`config.mk`:
```
export PLATFORM = sky130hd
export DESIGN_NAME = sis_vector_loader
export DESIGN_NICKNAME = d
export VERILOG_FILES = /design/src/rtl/sis_vector_loader.sv
export SDC_FILE = /design/constraint.sdc
export NUM_CORES = 2
export LEC_CHECK = 0
export CAP_MARGIN = 40
export CORE_UTILIZATION = 60
export CTS_CLUSTER_SIZE = 40
export DETAILED_ROUTE_END_ITERATION = 10
export PLACE_DENSITY = 0.86
export SYNTH_ARGS = -nofsm -noshare
export SYNTH_HDL_FRONTEND = slang
export SYNTH_SLANG_ARGS = --single-unit
```
`constraint.sdc`:
```
create_clock -name clk -period 60.2 [get_ports clk]
set_clock_uncertainty 0.2 [all_clocks]
set_input_delay 12.04 -clock clk [delete_from_list [all_inputs] [get_ports clk]]
set_output_delay 12.04 -clock clk [all_outputs]
set_load 0.02 [all_outputs]
```
`src/rtl/sis_vector_loader.sv`:
```
// sis_vector_loader
// Assembles one transform input vector of runtime length N (4/8/16/32) from
// residual samples arriving LANES per beat. It is ping-pong buffered so a new
// vector can be loaded while the previous one waits for the consumer.
//
// Ports:
//   clk, rst              clock; asynchronous active-high reset
//   in_valid/in_ready     input beat handshake
//   in_data               LANES samples, lane j at [j*WIDTH +: WIDTH], lane 0 = lowest index
//   in_size, in_type      size code (0=4,1=8,2=16,3=32) and transform type, taken on first beat
//   out_valid/out_ready   assembled vector handshake
//   out_vector            32-entry vector, entries at or above N read as zero
//   out_type, out_size    metadata latched with the vector
//
// Handshake: a transfer happens on a rising edge where valid && ready. in_ready
// and out_valid are driven only from registers (plus rst for in_ready), never
// from in_valid or out_ready. The consumer-side payload stays stable while
// out_valid is high and out_ready is low.
module sis_vector_loader #(
  parameter int WIDTH = 16,
  parameter int MAX_N = 32,
  parameter int LANES = 4
) (
  input  logic                          clk,
  input  logic                          rst,
  input  logic                          in_valid,
  output logic                          in_ready,
  input  logic [LANES*WIDTH-1:0]        in_data,
  input  logic [1:0]                    in_size,
  input  logic [1:0]                    in_type,
  output logic                          out_valid,
  input  logic                          out_ready,
  output logic signed [WIDTH-1:0]       out_vector [MAX_N-1:0],
  output logic [1:0]                    out_type,
  output logic [1:0]                    out_size
);

  logic signed [WIDTH-1:0] mem [2][MAX_N];
  logic [1:0]              size_q [2];
  logic [1:0]              type_q [2];
  logic [1:0]              full;
  logic                    wr_sel;
  logic                    rd_sel;
  logic [5:0]              beat_cnt;

  logic                    in_acc;
  logic                    out_acc;
  logic                    last_beat;
  logic [1:0]              eff_size;
  logic [5:0]              n_elems;
  logic [5:0]              beats;
  logic [4:0]              base_idx;
  logic [5:0]              rd_n;

  assign in_ready  = !rst && !full[wr_sel];
  assign out_valid = full[rd_sel];
  assign in_acc    = in_valid && in_ready;
  assign out_acc   = out_valid && out_ready;

  // On the first beat the size is not yet stored, so the beat count comes from
  // the live input; afterwards it comes from the latched metadata so that a
  // size change mid-vector cannot alter the vector length.
  always_comb begin
    eff_size  = (beat_cnt == 6'd0) ? in_size : size_q[wr_sel];
    n_elems   = 6'd4 << eff_size;
    beats     = n_elems / 6'(LANES);
    last_beat = (beat_cnt == beats - 6'd1);
    base_idx  = 5'(beat_cnt * 6'(LANES));
  end

  always_ff @(posedge clk or posedge rst) begin
    if (rst) begin
      for (int b = 0; b < 2; b++) begin
        for (int i = 0; i < MAX_N; i++) begin
          mem[b][i] <= '0;
        end
        size_q[b] <= '0;
        type_q[b] <= '0;
      end
      full     <= '0;
      wr_sel   <= 1'b0;
      rd_sel   <= 1'b0;
      beat_cnt <= '0;
    end else begin
      if (in_acc) begin
        for (int j = 0; j < LANES; j++) begin
          mem[wr_sel][base_idx + 5'(j)] <= in_data[j*WIDTH +: WIDTH];
        end
        if (beat_cnt == 6'd0) begin
          size_q[wr_sel] <= in_size;
          type_q[wr_sel] <= in_type;
        end
        if (last_beat) begin
          full[wr_sel] <= 1'b1;
          wr_sel       <= ~wr_sel;
          beat_cnt     <= '0;
        end else begin
          beat_cnt <= beat_cnt + 6'd1;
        end
      end
      // in_acc needs full[wr_sel]==0 and out_acc needs full[rd_sel]==1, so the
      // two updates never target the same flag in one cycle.
      if (out_acc) begin
        full[rd_sel] <= 1'b0;
        rd_sel       <= ~rd_sel;
      end
    end
  end

  // Entries beyond N are masked on read, so data left over from an earlier,
  // longer vector in the same buffer never reaches the consumer.
  always_comb begin
    rd_n     = 6'd4 << size_q[rd_sel];
    out_type = type_q[rd_sel];
    out_size = size_q[rd_sel];
    for (int i = 0; i < MAX_N; i++) begin
      out_vector[i] = (6'(i) < rd_n) ? mem[rd_sel][i] : '0;
    end
  end

endmodule

```
==> results.md <==
- Met3 usage: 6.345%
- Setup TNS Final: 0 ns
- Slew headroom: 21.48%
- YS warnings: 0
- Largest net degree at the start of global routing: 206
- Starting Density: 60.86%
- Clock Tree Root: clkbuf_16
- Reg clk slew, reported paths: 0.06 ns
- Row count: 101
- Combinational cell fraction of total power: 34.5%
- Worst-margin pin slew: 1.178 ns
- Gpl congestion: 0.8152
- Sequential Power Share: 40.9%
- CTS tree: built
- Antenna Nets Post-Route: 0
- Mapped Cells: 3401
- EDFF count, synth: 0
- Async SR Flop Fraction: 100.0%
- Yosys top cell by area: dfrtp_1
- Leakage power total: 25.69 nW
- DRT iter0 DRCs: 1968
- Switch Pwr: 0.8806 mW
- Postcts setup bufs: 0
- Power Internal: 1.874 mW
- Hold-fix buffers, CTS: 0
- Die area: 78410 sq um
- Hold WC Path Type: reg -> reg
- Layout cells sized above 1: 31.98%
- Top cells by count, synth: dfrtp_1, mux2_2, nor2_1
- First-pass GRT wire length: 189600 microns
- Cell mode on critical path: clkdlybuf4s50_1
- Area Growth Syn to Fin: 22.53%
- Sequential area share after synthesis: 56.23%
- Startpoint Class: primary input
- CTS max path bufs: 3
- Busiest grt layer: met2
- NumNets Final: 3953
- Period Utilization, post-route: 42.49%
- Main flop type after synthesis: dfrtp_1
- Chip width: 280.0 microns
- Clock period minus final worst setup slack: 25.58 ns
- Vias/cell: 5.900
- Clock power share: 24.6%
- Leading post-synthesis cells by cell area: dfrtp_1, mux2_2, mux2i_1
- IO buf count: 589
- Pwr Total: 2.754 mW
- Critical path capture point type: primary output
- CORE AREA: 76200 sq um
- Max Transition Viols Final: 0
- Net Sw Frac: 31.97%
- M1 GR Usage: 41.14%
- HPWL Detailed: 74670 microns
- Syn avg cell area: 13.64 sq um
- CP max FO: 3
- Clock Sinks: 1042
- Worst skew pair latency: 0.66 ns
- Max Clk Rate: 0.03909 GHz
- Critical Path, Cell by Cell: clkdlybuf4s50_1, nor2_1, clkdlybuf4s50_1
- Dpl cell area: 53180 sq um
- Max-cap viol count: 0
- Final setup fails: 0
- GRT Total Usage: 31.66%
- Library cells used by synthesis: 41
- Die Height: 280.0 microns
- H-tree depth: 3
- Fin. Hold Viols: 0
- VDD IR-drop max: 0.03997 mV
- Top-count cell post-synth: dfrtp_1
- Pwr dens: 48.47 nW/um^2
- RSZ-0062 raised after global routing: no
- Post-synth top area share: 56.23%
- Worst path required time: 47.96 ns
- Routed WL: 122900 microns
- Drt pass-1 iters: 6
- Met2 Resource Use GR: 52.19%
- Slowest stage delay, CP: 0.62 ns
- WL per Instance: 24.58 microns
- Grt ovf: 0
- Total CTS buffers: 106
- WP data arrival: 13.34 ns
- Flops & latches, synth: 1042
- # DRC: 0
- Initial antenna violation count: 1
- Vias in the first global route: 31.24k
- Status: finished, final reports clean
- Mapped Area: 46370 sq um
- Final instance area: 56820 sq um
- Vias: 29.50k
- Ports: 590
- Kind of critical path: in -> out
- CP max stage cell: clkdlybuf4s50_1
- Post-CTS Resized: 0
- Synth Net Count: 3475
## critical path: cells and delay by family
family / cells / cell delay, ns
buffers and inverters: 2 / 1.15
AND/OR/NAND/NOR: 1 / 0.15
## flip-flops by register name (all words and copies together), names as in the netlist
signal,count
size_q,4
wr_sel,1
type_q,4
rd_sel,1
mem,1024
full,2
beat_cnt,6
## per-layer routing
metal | up-vias | share of wire, %
li1 | 12800 | -
met1 | 15601 | 41
met2 | 884 | 49
met3 | 210 | 5.8
met4 | 0 | 4.0
met5 | - | 0
## cells by family after synthesis
kind of cell    synth area share [%]
simple gates                   4.290
fa+ha+maj                    0.05395
buf+inv                        2.558
flops                          56.23
compound gates                0.2105
xor+xnor                      0.1133
mux                            36.55
## cells in the final DEF, fill, tap and decap left out, types with 5 or more instances in the layout
master           netlist  final
dfrtp_1             1042   1041
buf_4                  8     37
buf_12                 0      9
nor2_1               461    460
nand2_1               14     10
clkbuf_16              0    109
clkbuf_1             192     31
mux2_2              1027   1027
buf_16                 0      7
nor2_4                 0      7
bufinv_16              0     10
inv_1                  6      5
mux2i_1              452    451
clkdlybuf4s50_1        0    589
clkbuf_8               0     23
clkinv_2               0     14
mux2_1                75     75
## through the flow
stage | hold WS (ns) | setup slack, ns | utilization [%] | instances
after floorplan | 0.2522 | 18.63 | - | 3401
after global placement | 0.2610 | 34.60 | 69.46 | 4791
after detailed placement | 0.2740 | 34.62 | 69.79 | 4801
after CTS | 0.2873 | 34.62 | 74.57 | 4998
after global routing | 0.3047 | 34.59 | 74.57 | 4999
final | 0.2827 | 34.62 | 74.57 | 4999
## layout make-up
class                           instances  area, sq um
Inverter                                7        33.78
Timing Repair Buffer                  642         6546
Fill cell                            4805        19380
Clock inverter                         34        479.2
Sequential cell                      1042        26080
Antenna cell                            1        2.502
Clock buffer                          163         3161
Tap cell                             1030         1289
Multi-Input combinational cell       2080        19230
## power by group through the flow
stage	combinational [mW]	sequential, mW	clock [mW]
after CTS	0.952	1.12	0.687
after floorplan	0.677	1.09	0
after global routing	1.01	1.16	0.716
after detailed placement	0.942	1.13	0
after global placement	0.911	1.11	0
final	0.950	1.13	0.678
## path summary, 6_finish.rpt
path	from	to	slack, ns	cells after the start
max in group asynchronous	rst	mem[297]$_DFFE_PP0P_	45.61	4
min reg2reg	mem[471]$_DFFE_PP0P_	mem[471]$_DFFE_PP0P_	0.28	1
min in group asynchronous	rst	mem[1021]$_DFFE_PP0P_	11.79	2
max	rst	in_ready	34.62	3
max reg2reg	wr_sel$_DFFE_PP0P_	mem[227]$_DFFE_PP0P_	56.25	5
min	mem[471]$_DFFE_PP0P_	mem[471]$_DFFE_PP0P_	0.28	1
Note: power is estimated with default switching activity, not from simulation.
